--- src/rtl/subservient_timer_pkg.sv ---
// Shared register offsets, CTRL bit positions and byte-lane merge helper
// for the subservient machine timer.
package subservient_timer_pkg;

    localparam logic [1:0] TMR_MTIME = 2'd0;
    localparam logic [1:0] TMR_CMP   = 2'd1;
    localparam logic [1:0] TMR_CTRL  = 2'd2;
    localparam logic [1:0] TMR_PRESC = 2'd3;

    localparam int CTRL_EN = 0;
    localparam int CTRL_IE = 1;

    function automatic logic [31:0] byte_merge(input logic [31:0] cur,
                                               input logic [31:0] wdat,
                                               input logic [3:0]  sel);
        logic [31:0] res;
        for (int i = 0; i < 4; i++) begin
            res[8*i +: 8] = sel[i] ? wdat[8*i +: 8] : cur[8*i +: 8];
        end
        return res;
    endfunction

endpackage

--- src/rtl/subservient_timer_presc.sv ---
// Prescale counter: emits a one-cycle tick every (presc+1) enabled clocks.
module subservient_timer_presc (
    input  logic        i_clk,
    input  logic        i_rst_n,
    input  logic        i_en,
    input  logic [15:0] i_presc,
    input  logic        i_clr,
    output logic        o_tick
);

    logic [15:0] pcnt;

    assign o_tick = i_en & (pcnt == i_presc);

    always_ff @(posedge i_clk or negedge i_rst_n) begin
        if (!i_rst_n) begin
            pcnt <= 16'd0;
        end else if (i_clr) begin
            pcnt <= 16'd0;
        end else if (i_en) begin
            pcnt <= o_tick ? 16'd0 : pcnt + 16'd1;
        end
    end

endmodule

--- src/rtl/subservient_timer.sv ---
// Wishbone-slave machine timer: mtime/mtimecmp/CTRL/PRESCALE registers
// and a registered level interrupt for the core.
module subservient_timer
    import subservient_timer_pkg::*;
#(
    parameter logic [15:0] RESET_PRESCALE = 16'd0,
    parameter logic [31:0] RESET_CMP      = 32'hFFFF_FFFF
) (
    input  logic        i_clk,
    input  logic        i_rst_n,
    input  logic [31:0] i_wb_adr,
    input  logic [31:0] i_wb_dat,
    input  logic [3:0]  i_wb_sel,
    input  logic        i_wb_we,
    input  logic        i_wb_stb,
    output logic [31:0] o_wb_rdt,
    output logic        o_wb_ack,
    output logic        o_timer_irq
);

    logic [31:0] mtime, mtimecmp;
    logic [1:0]  ctrl;
    logic [15:0] presc;

    logic [31:0] mtime_inc, mtime_nxt, cmp_nxt, rd_mux;
    logic [1:0]  ctrl_nxt;
    logic [15:0] presc_nxt;
    logic        presc_clr, tick, acc, wr, irq_nxt;
    logic [1:0]  adr;
    logic        unused_adr;

    assign adr        = i_wb_adr[3:2];
    assign unused_adr = ^{i_wb_adr[31:4], i_wb_adr[1:0], i_wb_dat[31:16]};

    // The ack flop is the whole bus FSM: an access is taken only while idle.
    assign acc = i_wb_stb & ~o_wb_ack;
    assign wr  = acc & i_wb_we;

    subservient_timer_presc u_presc (
        .i_clk   (i_clk),
        .i_rst_n (i_rst_n),
        .i_en    (ctrl[CTRL_EN]),
        .i_presc (presc),
        .i_clr   (presc_clr),
        .o_tick  (tick)
    );

    always_comb begin
        mtime_inc = tick ? mtime + 32'd1 : mtime;
        mtime_nxt = mtime_inc;
        cmp_nxt   = mtimecmp;
        ctrl_nxt  = ctrl;
        presc_nxt = presc;
        presc_clr = 1'b0;
        rd_mux    = 32'd0;
        // Bus bytes override the incremented count when both land on one edge.
        if (wr) begin
            case (adr)
                TMR_MTIME: mtime_nxt = byte_merge(mtime_inc, i_wb_dat, i_wb_sel);
                TMR_CMP:   cmp_nxt   = byte_merge(mtimecmp, i_wb_dat, i_wb_sel);
                TMR_CTRL:  if (i_wb_sel[0]) ctrl_nxt = i_wb_dat[1:0];
                TMR_PRESC: begin
                    presc_clr = 1'b1;
                    presc_nxt = {i_wb_sel[1] ? i_wb_dat[15:8] : presc[15:8],
                                 i_wb_sel[0] ? i_wb_dat[7:0]  : presc[7:0]};
                end
                default: ;
            endcase
        end
        case (adr)
            TMR_MTIME: rd_mux = mtime;
            TMR_CMP:   rd_mux = mtimecmp;
            TMR_CTRL:  rd_mux = {30'd0, ctrl};
            TMR_PRESC: rd_mux = {16'd0, presc};
            default:   rd_mux = 32'd0;
        endcase
        irq_nxt = ctrl_nxt[CTRL_IE] & (mtime_nxt >= cmp_nxt);
    end

    always_ff @(posedge i_clk or negedge i_rst_n) begin
        if (!i_rst_n) begin
            mtime       <= 32'd0;
            mtimecmp    <= RESET_CMP;
            ctrl        <= 2'd0;
            presc       <= RESET_PRESCALE;
            o_wb_ack    <= 1'b0;
            o_wb_rdt    <= 32'd0;
            o_timer_irq <= 1'b0;
        end else begin
            mtime       <= mtime_nxt;
            mtimecmp    <= cmp_nxt;
            ctrl        <= ctrl_nxt;
            presc       <= presc_nxt;
            o_wb_ack    <= acc;
            o_wb_rdt    <= acc ? rd_mux : 32'd0;
            o_timer_irq <= irq_nxt;
        end
    end

endmodule

--- config.mk ---
export PLATFORM = sky130hd
export DESIGN_NAME = subservient_timer
export DESIGN_NICKNAME = d
export VERILOG_FILES = /design/src/rtl/subservient_timer_pkg.sv /design/src/rtl/subservient_timer_presc.sv /design/src/rtl/subservient_timer.sv
export SDC_FILE = /design/constraint.sdc
export NUM_CORES = 1
export LEC_CHECK = 0
export ABC_AREA = 1
export CORE_ASPECT_RATIO = 0.7
export CORE_MARGIN = 2
export CORE_UTILIZATION = 45
export CTS_CLUSTER_SIZE = 10
export DETAILED_ROUTE_END_ITERATION = 16
export PLACE_DENSITY = 0.81
export SETUP_SLACK_MARGIN = 0.1
export SYNTH_ARGS = -nofsm -noshare
export SYNTH_HDL_FRONTEND = slang
export SYNTH_HIERARCHICAL = 1
export SYNTH_SLANG_ARGS = --single-unit
--- constraint.sdc ---
create_clock -name i_clk -period 2.9 [get_ports i_clk]
set_input_delay 0.87 -clock i_clk [delete_from_list [all_inputs] [get_ports i_clk]]
set_output_delay 0.87 -clock i_clk [all_outputs]
set_load 0.01 [all_outputs]
### Word level (Yosys, flattened, before mapping)

Cells that the tools add are included.

* eq/ne operators: 4
* add/subtract/negate cells: 2
* bitwise gates (word level): 5
* multiplexer cells: 23
* reduce and logical (&&, ||, !) cells: 5
* order comparisons: 1

Operator list (number)
* 2-to-1 mux 32 bit: 6
* case mux 32 bit (4 select lines): 1
* 2-to-1 mux 8 bit: 8
* 2-to-1 mux 16 bit: 3
* adder 32 x 1 -> 32 bit, second input constant: 1
* >= comparator 32 bit: 1
* adder 16 x 1 -> 16 bit, second input constant: 1
* == test 16 bit: 1
* AND reduction 3 bit: 3
* 2-to-1 mux 2 bit: 3
* AND 1 bit: 4
* == test 2 bit, second input constant: 2
* == test 2 x 1 -> 1 bit, second input constant: 1
* zero test 2 bit: 1
* 2-to-1 mux 1 bit: 2
* nonzero test 2 bit: 1
* NOT 1 bit: 1

* register bits after elaboration: 132
* logic and storage cells: 50
* input port bits: 72
* output and inout bits: 34

### Longest topological paths before layout

Gate-level depths: netlist of the first run.

* word-level depth: 8
* depth in mapped cells: 26
* mapped depth without buffers: 26

### By module

The synthesis of the first run kept the hierarchy.

By module, submodules not included
* subservient_timer: sequential area each 2942.8 µm², area an instance 6610.1 µm², cells each 829, times used 1
* subservient_timer_presc: sequential area each 400.4 µm², area an instance 1368.8 µm², cells each 227, times used 1

### Least setup slack after synthesis of the first run

No wires, ideal clock.

* path kind: reg-to-reg
* from: register u_presc.pcnt[9]
* to: register o_timer_irq
* buffers on the path: 1
* path slack: 149 ps
* required time: 2823 ps
* setup time: 77 ps
* period minus slack after synthesis: 2751 ps
* arrival time: 2673 ps
* stages on the path, launching flop included: 25
* cell sequence: dfrtp_1 nand2_1 nand2_1 nor3b_1 nand3_1 nor2_1 nand2_1 nor2_1 buf_2 nand3_2 nor2_2 nand2_2 nor2_1 nand2_1 nand3_1 nand2_1 ha_1 nand2_1 nor2_1 nand2_1 nor3_1 nand2_1 inv_1 nand2_1 a21oi_1

* cells in the longest elaborated chain, start to end: 8
* elaborated cells on any way between the ends: 11
* those cells by class: 1 x order compare; 1 x eq/ne; 7 x mux; 2 x bitwise

Ends and longest elaborated chain
* start, declared: RTL line subservient_timer_presc.sv:11 `logic [15:0] pcnt;`
* start signal, assigned: RTL line subservient_timer_presc.sv:21 `pcnt <= o_tick ? 16'd0 : pcnt + 16'd1;`
* == test 16 bit *: RTL line subservient_timer_presc.sv:13 `assign o_tick = i_en & (pcnt == i_presc);`
* AND 1 bit *: RTL line subservient_timer_presc.sv:13
* named net tick: RTL line subservient_timer.sv:28 `logic presc_clr, tick, acc, wr, irq_nxt;`
* 2-to-1 mux 32 bit *: RTL line subservient_timer.sv:49 `mtime_inc = tick ? mtime + 32'd1 : mtime;`
* 2-to-1 mux 8 bit: RTL line subservient_timer_pkg.sv:18 `res[8*i +: 8] = sel[i] ? wdat[8*i +: 8] : cur[8*i +: 8];`
* 2-to-1 mux 32 bit: RTL line subservient_timer.sv:58 `case (adr)`
* 2-to-1 mux 32 bit *: RTL line subservient_timer.sv:57 `if (wr) begin`
* named net mtime_nxt[25]: RTL line subservient_timer.sv:25 `logic [31:0] mtime_inc, mtime_nxt, cmp_nxt, rd_mux;`
* >= comparator 32 bit *: RTL line subservient_timer.sv:77 `irq_nxt = ctrl_nxt[CTRL_IE] & (mtime_nxt >= cmp_nxt);`
* AND 1 bit *: RTL line subservient_timer.sv:77
* named net irq_nxt: RTL line subservient_timer.sv:28
* end signal, assigned: RTL line subservient_timer.sv:96 `o_timer_irq <= irq_nxt;`
* end, declared: RTL line subservient_timer.sv:18 `output logic o_timer_irq`

Mark *: on every way through the listed nets, which the timed path passes. The rest lies on a longest branch.
A chain may end at the register's enable or synchronous reset.

### Final worst setup path of the first run

* from: register u_presc.pcnt[2]
* to: register o_timer_irq

The elaborated chain is that of the path after synthesis.

==> impl_metrics.env, run 1 <==
export IMPL_status="finished, violations left"
export IMPL_violations="negative setup slack"
export IMPL_total_power_mw=6.85
export IMPL_routed_wirelength_mm=22.7
export IMPL_die_area_um2=18800
export IMPL_grt_use_met2_pct=36.6
export IMPL_ir_worst_vdd_mv=0.337
export IMPL_cts_inserted_buffers=17
export IMPL_synth_distinct_cells=49
export IMPL_leakagePower_nw=5.19
export IMPL_fin_nets=1369
export IMPL_dp_slack_ns=-0.581
export IMPL_multiInputGateArea_um2=4020
export IMPL_maxSlewHeadroom_pct=61.1
export IMPL_postCtsHoldBufs=0
export IMPL_tightest_slew_ns=0.583
export IMPL_vias_per_cell=5.09
export IMPL_routabilityCongestion=0.959
export IMPL_setup_viol=1
export IMPL_io_buffers=75
export IMPL_rows=40
export IMPL_dominantRegCellSynth="dfrtp_1"
export IMPL_drtIter0Drc=710
export IMPL_ios=106
export IMPL_finClkSkew_ns=0.0116
export IMPL_cts_sinks=132
export IMPL_synthesis_instances=1056
export IMPL_dp_hpwl_mm=17.2
export IMPL_hp_class="in2async"
export IMPL_cts_tree="yes"
export IMPL_avgSynthCellArea_um2=7.56
export IMPL_synth_area_leader_cell="dfrtp_1"
export IMPL_n_antenna_cell=0
export IMPL_worstPathArrival_ns=3.56
export IMPL_htreeDepth=4
export IMPL_finalCritPeriodShare_pct=112
export IMPL_worst_slack_ns=-0.360
export IMPL_post_dp_cell_area_um2=9860
export IMPL_fin_util_pct=61.3
export IMPL_rsz0062_at_grt="true"
export IMPL_antenna_found_initial=0
export IMPL_seqCellArea_um2=3340
export IMPL_rr_worst_depth=20
export IMPL_maxCapViolCount=0
export IMPL_vias=7667
export IMPL_root_buffer="clkbuf_16"
export IMPL_cts_buffer_depth=2
export IMPL_path_max_fanout=6
export IMPL_synth_edf_count=0
export IMPL_fin_crit_ns=3.26
export IMPL_first_pass_iters=5
export IMPL_area_growth_syn_to_layout_pct=32.7
export IMPL_power_per_cell_area_nw_per_um2=647
export IMPL_fill_cells=1484
export IMPL_synth_seq_cells=132
export IMPL_r2r_end="o_timer_irq"
export IMPL_finalSetupTns_ns=-0.360
export IMPL_yosysWarnings=6
export IMPL_grt_ovfl_total=0
export IMPL_finalMaxSlewViolations=0
export IMPL_design_area_um2=10600
export IMPL_required_ns=3.20
export IMPL_drc=0
export IMPL_grt_pass1_vias=7141
export IMPL_seq_area_frac_synth_pct=41.9
export IMPL_synth_top_area_share_pct=31.4
export IMPL_timing_rr_start="u_presc/pcnt[2]"
export IMPL_clock_latency_ns=0.43
export IMPL_grtUsageMet3_pct=5.05
export IMPL_met1_usage_pct=38.5
export IMPL_hold_viol=0
export IMPL_clock_fmax_mhz=307
export IMPL_wl_per_cell_um=15.1
export IMPL_post_route_cells_drive_above_1_share_pct=24.1
export IMPL_busiest_layer="met1"
export IMPL_syn_nets=1162
export IMPL_startpoint_type="flip-flop"
export IMPL_synthArstFlopShare_pct=100
export IMPL_core_um2=17300
export IMPL_path_class="reg2reg"
export IMPL_fp_dieW_um=163
export IMPL_cp_end_kind="flip-flop"
export IMPL_die_height_um=115
export IMPL_track_usage_pct=25.2
export IMPL_reg2reg_slack_ns=-0.36
export IMPL_ant_nets=0
export IMPL_synth_area_top_cells="dfrtp_1 (31%), nand2_1 (14%), dfstp_2 (11%)"
export IMPL_path_clk_slew_ns=0.06
export IMPL_netlist_area_um2=7980
export IMPL_grt_max_degree=56
export IMPL_start_util_pct=46.2
export IMPL_grt_first_pass_wirelength_mm=36.4
==> worst max path at each step <==
stage                    startpoint     endpoint  slack, ns  depth (start not counted)
floorplan           u_presc/pcnt[9]  o_timer_irq       0.15                         24
global placement           i_wb_stb  o_timer_irq      -0.56                         17
detailed placement         i_wb_stb  o_timer_irq      -0.58                         17
CTS                        presc[9]  o_timer_irq      -0.38                         24
global route               presc[9]  o_timer_irq      -0.56                         24
finish              u_presc/pcnt[2]  o_timer_irq      -0.36                         20
==> cell families after synthesis <==
kind of cell	count (synthesis)	share of synthesized area [%]
mux	3	0.408
flops	132	41.9
fa+ha+maj	34	5.33
xor+xnor	17	1.87
simple gates	544	30.6
buf+inv	184	9.27
compound gates	142	10.6
==> cells in the mapped netlist (2+ instances only) <==
| library cell | count |
|---|---|
| nand2_1 | 295 |
| inv_1 | 153 |
| nor2_1 | 105 |
| dfrtp_1 | 100 |
| nand3_1 | 53 |
| a21oi_1 | 37 |
| ha_1 | 34 |
| dfstp_2 | 32 |
| o21ai_1 | 31 |
| nor3_1 | 25 |
| o21ai_2 | 23 |
| o21ai_0 | 22 |
| o22ai_1 | 17 |
| nand4_1 | 14 |
| xor2_1 | 12 |
| nand2_2 | 11 |
| nor2_2 | 10 |
| inv_2 | 9 |
| buf_2 | 7 |
| nor2_4 | 7 |
| or2_2 | 5 |
| xnor2_1 | 5 |
| buf_4 | 4 |
| clkbuf_1 | 4 |
| nand2_4 | 4 |
| a21o_1 | 3 |
| buf_6 | 3 |
| nand3b_1 | 3 |
| a31oi_1 | 2 |
| buf_1 | 2 |
| mux2_2 | 2 |
| nand3_2 | 2 |
| nor2_8 | 2 |
| nor3b_1 | 2 |
| o21bai_1 | 2 |
==> cells in the final DEF, fill, tap and decap left out, types with 32 or more instances in the layout <==
cell,n
clkdlybuf4s50_1,74
dfstp_2,32
o21ai_1,33
buf_4,130
a21oi_1,36
ha_1,33
nor2_1,94
nand3_1,52
nand2_1,286
inv_1,149
dfrtp_1,100
==> per-layer routing <==
| metal | wire [um] | part of all wire [%] |
|---|---|---|
| met1 | 10900 | 48 |
| met2 | 9600 | 42 |
| met3 | 1990 | 8.8 |
| met4 | 229 | 1.0 |
| met5 | 0 | 0 |
==> where the power goes <==
part	total [mW]	switching, mW	internal [mW]	leakage, nW
Combinational	2.30	1.28	1.02	3.31
Clock	1.99	0.835	1.16	0.261
Sequential	2.56	0.306	2.25	1.62
==> repair_timing <==
action / in CTS / in global routing
gates cloned: 0 / 0
hold endpoints to repair: 0 / 0
pin swaps: 13 / 10
buffers inserted: 3 / 3
resized for setup: 24 / 18
endpoints found under the setup margin: 1 / 1
==> per-stage QoR <==
stage,instances,hold slack (ns)
3_5_place_dp,1469,0.480
4_1_cts,1504,0.423
3_3_place_gp,1469,0.480
5_1_grt,1507,0.442
6_report,1507,0.413
2_1_floorplan,1056,0.467
==> flip-flops by register name, indices dropped and copies added, names as in the netlist <==
name          flops
o_wb_ack          1
ctrl              2
presc            16
mtime            32
o_timer_irq       1
o_wb_rdt         32
mtimecmp         32
u_presc/pcnt     16
==> cell type report <==
class | count | area share, %
Timing Repair Buffer | 208 | 16.7
Clock buffer | 21 | 4.44
Multi-Input combinational cell | 740 | 37.9
Clock inverter | 11 | 0.756
Sequential cell | 132 | 31.6
Tap cell | 231 | 2.73
Inverter | 164 | 5.84
==> critical path: stages, from the launching register on <==
cell and delay, ns:
dfrtp_1 0.40, xnor2_1 0.37, and3b_1 0.28, nand2_2 0.09, nor2_4 0.14, buf_6 0.15, buf_4 0.15, nand3_1 0.18
nor3_1 0.18, nand3b_1 0.14, nand2_1 0.06, inv_1 0.07, ha_1 0.22, nand2_1 0.10, a21oi_1 0.05, nor2_1 0.16
nand2_1 0.11, nor2_1 0.10, nand2_1 0.05, nand2_1 0.06, a21oi_1 0.05
Note: power is estimated with default switching activity, not from simulation.
==> run 2: changes to the inputs <==
==> constraint.sdc (replaced) <==
create_clock -name i_clk -period 2.75 [get_ports i_clk]
set_input_delay 0.825 -clock i_clk [delete_from_list [all_inputs] [get_ports i_clk]]
set_output_delay 0.825 -clock i_clk [all_outputs]
set_load 0.01 [all_outputs]
==> run 2 against run 1 <==
  * The flow still finishes with violations (negative setup slack)
  * Sequential cell count unchanged
  * Total power up 9.1%
  * First-iteration DRC count up 3.8%
  * Cell area up 0.66%
  * Hold slack worse by 0.12 ns
  * Combinational power up 7%
  * Sequential share of layout area down 0.21 points
  * Register-to-register slack worse by 0.22 ns
  * Critical endpoint unchanged
  * Highest routed layer unchanged
==> impl_metrics.env, run 2 (same netlist as run 1, synthesis figures left out) <==
export IMPL_antenna_found_initial=0
export IMPL_tightest_slew_ns=0.399
export IMPL_grt_max_degree=67
export IMPL_post_dp_cell_area_um2=9870
export IMPL_critPathSlowestCell="dfrtp_1"
export IMPL_path_clk_slew_ns=0.06
export IMPL_setup_viol=1
export IMPL_combPwrFrac_pct=32.9
export IMPL_power_per_cell_area_nw_per_um2=701
export IMPL_finalCritPeriodShare_pct=121
export IMPL_vias=7801
export IMPL_die_height_um=115
export IMPL_total_power_mw=7.47
export IMPL_maxSlewHeadroom_pct=73.2
export IMPL_start_util_pct=46.2
export IMPL_leakagePower_nw=5.25
export IMPL_violations="negative setup slack"
export IMPL_worst_slack_ns=-0.577
export IMPL_clock_fmax_mhz=301
export IMPL_finalSetupTns_ns=-0.577
export IMPL_grt_ovfl_total=0
export IMPL_track_usage_pct=25.7
export IMPL_die_area_um2=18800
export IMPL_io_buffers=75
export IMPL_ios=106
export IMPL_finClkSkew_ns=0.00550
export IMPL_worstPathArrival_ns=3.68
export IMPL_slowest_delay_ns=0.37
export IMPL_post_route_cells_drive_above_1_share_pct=23.8
export IMPL_fin_nets=1371
export IMPL_cts_tree="yes"
export IMPL_hp_class="in2async"
export IMPL_p_int_mw=4.87
export IMPL_power_share_sequential_pct=35.8
export IMPL_drtIter0Drc=737
export IMPL_p_sw_share_pct=34.8
export IMPL_drc=0
export IMPL_crit_top_cell="nand2_1"
export IMPL_p_sw_mw=2.60
export IMPL_grt_pass1_vias=7444
export IMPL_area_growth_syn_to_layout_pct=33.6
export IMPL_required_ns=3.11
export IMPL_htreeDepth=4
export IMPL_dp_slack_ns=-0.721
export IMPL_postCtsHoldBufs=0
export IMPL_cts_sinks=132
export IMPL_routabilityCongestion=0.947
export IMPL_ir_worst_vdd_mv=0.429
export IMPL_cts_buffer_depth=2
export IMPL_root_buffer="clkbuf_16"
export IMPL_routed_wirelength_mm=23.1
export IMPL_pwr_share_clk_pct=31.2
export IMPL_clock_latency_ns=0.44
export IMPL_final_common_cell="nand2_1"
export IMPL_startpoint_type="flip-flop"
export IMPL_fin_util_pct=61.7
export IMPL_status="finished, violations left"
export IMPL_top_regs="mtime: 32 flops, mtimecmp: 32 flops, o_wb_rdt: 32 flops"
export IMPL_design_area_um2=10700
export IMPL_grt_first_pass_wirelength_mm=37.3
export IMPL_most_common_layout_cells="nand2_1 (285), inv_1 (152), buf_4 (132)"
export IMPL_hold_viol=0
export IMPL_final_cells=1509
export IMPL_path_max_fanout=4
export IMPL_cts_inserted_buffers=17
export IMPL_rsz0062_at_grt="true"
export IMPL_maxCapViolCount=0
export IMPL_dp_cells=1468
export IMPL_n_antenna_cell=0
export IMPL_path_class="reg2reg"
export IMPL_cp_end_kind="flip-flop"
export IMPL_rows=40
export IMPL_fin_crit_ns=3.33
export IMPL_core_um2=17300
export IMPL_wl_per_cell_um=15.3
export IMPL_first_pass_iters=6
export IMPL_dp_hpwl_mm=17.1
export IMPL_ant_nets=0
export IMPL_finalMaxSlewViolations=0
export IMPL_fp_dieW_um=163
export IMPL_worst_hold_slack_ns=0.294
export IMPL_crit_chain="buf_4 > nand2_1 > nand2_1 > inv_2 > nand4_1 > nor2_2 > nand2_2 > nor2_4 > nand2_2 > nor2_4 > nand2_4 > buf_4 > nor2_4 > nand2_1 > nand2_1 > o22ai_1 > ha_1 > nand4_1 > nor3_2 > nand2_1 > inv_1 > nand2_1 > a21oi_1"
export IMPL_vias_per_cell=5.17
-- run 2: cell types whose count changed in the layout (fill, tap and decap cells not counted), moves of 2 or more --
cell / delta
inv_2: -3
clkinv_4: -2
nor2_2: -3
nor2_1: +2
bufinv_16: +2
buf_4: +2
inv_1: +3
-- run 2: routing by layer --
metal	up-vias	track usage (%)	routed length, um	part of all wire, %
li1	3773	-	-	-
met1	3671	37.9	11000	48
met2	325	37.6	9700	42
met3	32	6.71	2140	9.3
met4	0	6.19	257	1.1
met5	-	0	0	0
-- run 2: area by class of cell --
| type | count | area, um2 |
|---|---|---|
| clock buffers | 21 | 470 |
| clock inverters | 11 | 126 |
| fillers | 1465 | 6610 |
| inverters | 164 | 618 |
| multi-input cells | 740 | 4020 |
| flip-flops and latches | 132 | 3340 |
| well taps | 231 | 289 |
| repair buffers | 210 | 1790 |
-- run 2: repair_timing --
| item | 4_1_cts | 5_1_grt |
|---|---|---|
| gates resized for setup | 26 | 10 |
| buffers inserted | 8 | 1 |
| cloned | 0 | 0 |
| endpoints found under the setup margin | 1 | 1 |
| pin swaps | 18 | 10 |
-- run 2: power by group through the flow --
stage / Clock [mW] / Combinational, mW / Sequential [mW]
after floorplan: 0 / 1.35 / 2.67
after global placement: 0 / 2.24 / 2.68
after detailed placement: 0 / 2.31 / 2.70
after CTS: 2.34 / 2.40 / 2.67
after global routing: 2.43 / 2.75 / 2.72
final: 2.33 / 2.46 / 2.68
-- run 2: worst paths after layout --
path,from,to,slack (ns),depth (start not counted)
max in group asynchronous,i_rst_n,mtimecmp[29],1.67,2
min in group i_clk,mtimecmp[25],mtimecmp[25],0.49,2
max reg2reg,presc[11],o_timer_irq,-0.58,23
min reg2reg,mtimecmp[25],mtimecmp[25],0.49,2
min,i_rst_n,u_presc/pcnt[2],0.29,1
max,presc[11],o_timer_irq,-0.58,23
-- run 2: critical path: cells and delay by family (launching register included) --
| family | cells | cell delay, ns |
|---|---|---|
| and+or+nand+nor | 16 | 1.84 |
| buffers and inverters | 4 | 0.48 |
| DFF | 1 | 0.37 |
| adders and majority gates | 1 | 0.32 |
| AOI/OAI and AO/OA | 2 | 0.21 |
==> run 3: changes to the inputs <==
--- a/config.mk
+++ b/config.mk
@@ -15,5 +15,4 @@
 export SETUP_SLACK_MARGIN = 0.1
 export SYNTH_ARGS = -nofsm -noshare
 export SYNTH_HDL_FRONTEND = slang
-export SYNTH_HIERARCHICAL = 1
 export SYNTH_SLANG_ARGS = --single-unit
==> run 3 against run 2 <==
  * The flow still finishes with violations (negative setup slack)
  * Clock power fell by 9.9%
  * Critical path type is now in2reg
  * Cell area rose by 12%
  * First-iteration DRC count grew 47%
  * Largest power group is now combinational logic
  * Critical path depth shrank 3
  * Hold slack gained 0.055 ns
  * Maximum frequency is 4.4% higher
  * Register-to-register slack improved by 0.22 ns
==> impl_metrics.env, run 3 <==
export IMPL_maxSlewHeadroom_pct=56.8
export IMPL_required_ns=3.07
export IMPL_fin_nets=1516
export IMPL_synthesis_instances=1064
export IMPL_cp_end_kind="flip-flop"
export IMPL_worstPathArrival_ns=3.51
export IMPL_synth_distinct_cells=36
export IMPL_most_common_layout_cells="nand2_1 (312), buf_4 (236), inv_1 (145)"
export IMPL_post_route_cells_drive_above_1_share_pct=31.0
export IMPL_maxCapViolCount=0
export IMPL_worst_slack_ns=-0.436
export IMPL_track_usage_pct=30.1
export IMPL_syn_nets=1170
export IMPL_status="finished, violations left"
export IMPL_grt_max_degree=51
export IMPL_finalSetupTns_ns=-0.501
export IMPL_synth_top_family_by_area="simple AND/OR/NAND/NOR gates"
export IMPL_cts_tree="yes"
export IMPL_finClkSkew_ns=0.00812
export IMPL_area_growth_syn_to_layout_pct=53.6
export IMPL_power_per_cell_area_nw_per_um2=707
export IMPL_finalMaxSlewViolations=0
export IMPL_avgSynthCellArea_um2=7.30
export IMPL_routed_wirelength_mm=28.3
export IMPL_total_power_mw=8.43
export IMPL_wl_per_cell_um=17.1
export IMPL_violations="negative setup slack"
export IMPL_drc=0
export IMPL_synth_xor_area_share_pct=2.59
export IMPL_io_buffers=75
export IMPL_drtIter0Drc=1081
export IMPL_seq_area_frac_synth_pct=43.0
export IMPL_synthMuxAreaShare_pct=0
export IMPL_routabilityCongestion=0.984
export IMPL_ant_nets=0
export IMPL_dominantRegCellSynth="dfrtp_1"
export IMPL_fin_util_pct=70.1
export IMPL_synth_area_leader_cell="dfrtp_1"
export IMPL_yosysMostFrequentCell="nand2_1"
export IMPL_hp_class="in2async"
export IMPL_vias_per_cell=5.34
export IMPL_synth_compound_area_share_pct=11.8
export IMPL_final_common_cell="nand2_1"
export IMPL_root_buffer="clkbuf_16"
export IMPL_synth_top_area_share_pct=32.2
export IMPL_synth_seq_cells=132
export IMPL_grt_pass1_vias=8527
export IMPL_fill_cells=1228
export IMPL_core_um2=17000
export IMPL_grt_first_pass_wirelength_mm=43.0
export IMPL_cts_sinks=132
export IMPL_startpoint_type="input pin"
export IMPL_path_class="in2reg"
export IMPL_finalCritPeriodShare_pct=116
export IMPL_postCtsHoldBufs=0
export IMPL_synthArstFlopShare_pct=100
export IMPL_dp_slack_ns=-1.17
export IMPL_top_regs="mtime: 32 flops, mtimecmp: 32 flops, o_wb_rdt: 32 flops"
export IMPL_start_util_pct=45.6
export IMPL_synthAdderAreaFrac_pct=5.48
export IMPL_netlist_area_um2=7770
export IMPL_grt_ovfl_total=0
export IMPL_ir_worst_vdd_mv=0.391
export IMPL_yosys_top_cells_count="nand2_1 (334), inv_1 (154), dfrtp_1 (100), nor2_1 (87), o21ai_0 (66)"
export IMPL_clock_latency_ns=0.43
export IMPL_die_height_um=114
export IMPL_htreeDepth=4
export IMPL_synth_area_top_cells="dfrtp_1 (32%), nand2_1 (16%), dfstp_2 (11%)"
export IMPL_first_pass_iters=8
export IMPL_vias=8832
export IMPL_path_max_fanout=8
export IMPL_yosys_area_share_simple_pct=27.6
export IMPL_dp_hpwl_mm=18.8
export IMPL_ios=106
export IMPL_cts_buffer_depth=2
export IMPL_rows=40
export IMPL_synth_edf_count=0
export IMPL_yosysWarnings=0
export IMPL_fin_crit_ns=3.19
export IMPL_worst_hold_slack_ns=0.349
export IMPL_leakagePower_nw=5.89
export IMPL_tightest_slew_ns=0.648
export IMPL_cts_inserted_buffers=17
export IMPL_rsz0062_at_grt="true"
export IMPL_setup_viol=2
export IMPL_fp_dieW_um=161
export IMPL_hold_viol=0
export IMPL_path_clk_slew_ns=0.06
export IMPL_clock_fmax_mhz=314
export IMPL_antenna_found_initial=0
export IMPL_die_area_um2=18300
export IMPL_n_antenna_cell=0
[run 3: final timing paths]
kind	from	endpoint	slack, ns	cells after the start
max	i_wb_adr[2]	o_timer_irq	-0.44	20
min	i_rst_n	mtime[0]	0.35	1
max reg2reg	presc[1]	o_timer_irq	-0.36	22
min reg2reg	mtimecmp[30]	mtimecmp[30]	0.50	2
max in group asynchronous	i_rst_n	mtimecmp[19]	1.70	2
min in group i_clk	mtimecmp[30]	mtimecmp[30]	0.50	2
[run 3: what timing repair did]
| item | 4_1_cts | 5_1_grt |
|---|---|---|
| gates resized for setup | 85 | 71 |
| pin swaps | 30 | 30 |
| buffers inserted | 49 | 18 |
| setup endpoints to repair | 1 | 3 |
[run 3: final cells by class]
| class | instances | area [um2] | area share (%) |
|---|---|---|---|
| Clock buffer | 27 | 503 | 4.21 |
| Clock inverter | 5 | 27.5 | 0.231 |
| Inverter | 165 | 636 | 5.33 |
| Multi-Input combinational cell | 744 | 4090 | 34.3 |
| Sequential cell | 132 | 3350 | 28.0 |
| Tap cell | 231 | 289 | 2.42 |
| Timing Repair Buffer | 350 | 3040 | 25.5 |
[run 3: kinds of logic (layout without fill, tap and decap cells)]
logic type / after synthesis / after routing
AOI/OAI and AO/OA: 166 / 166
buffers and inverters: 188 / 547
adders and majority gates: 34 / 34
and+or+nand+nor: 521 / 521
DFF: 132 / 132
xor gates and xnor gates: 23 / 23
[run 3: worst max-delay path: stages]
cell             delay [ns]
clkdlybuf4s15_2        0.22
inv_1                  0.09
nor2_4                 0.23
buf_6                  0.18
inv_1                  0.14
nor2_4                 0.21
inv_1                  0.11
o21ai_0                0.32
ha_2                   0.26
inv_1                  0.07
a21oi_2                0.19
o21ai_1                0.10
nand2_1                0.10
nand2_2                0.08
nand2_1                0.07
nand2_1                0.06
nand2_1                0.07
nand3_1                0.07
nand2_1                0.06
inv_1                  0.04
[run 3: through the flow]
step                std cells  area, um2
floorplan                1064       7840
global placement         1569      10500
detailed placement       1569      10500
CTS                      1650      11700
global route             1654      11900
finish                   1654      11900
[run 3: power by group]
group / internal (mW) / switching [mW] / total (mW) / leakage, nW
registers: 2.41 / 0.322 / 2.73 / 1.62
logic: 1.75 / 1.85 / 3.60 / 4.01
clock network: 1.24 / 0.854 / 2.10 / 0.261
total: 5.40 / 3.03 / 8.43 / 5.89
[run 3: per-layer routing]
layer  up-vias  part of all wire (%)  GRT usage (%)  routed length (um)
met5         -                     0              0                   0
met4         0                   2.4           7.98                 685
met3        81                    11           9.60                3140
met2       504                    44           46.5               12500
met1      4148                    42           41.3               11900
li1       4099                     -              -                   -
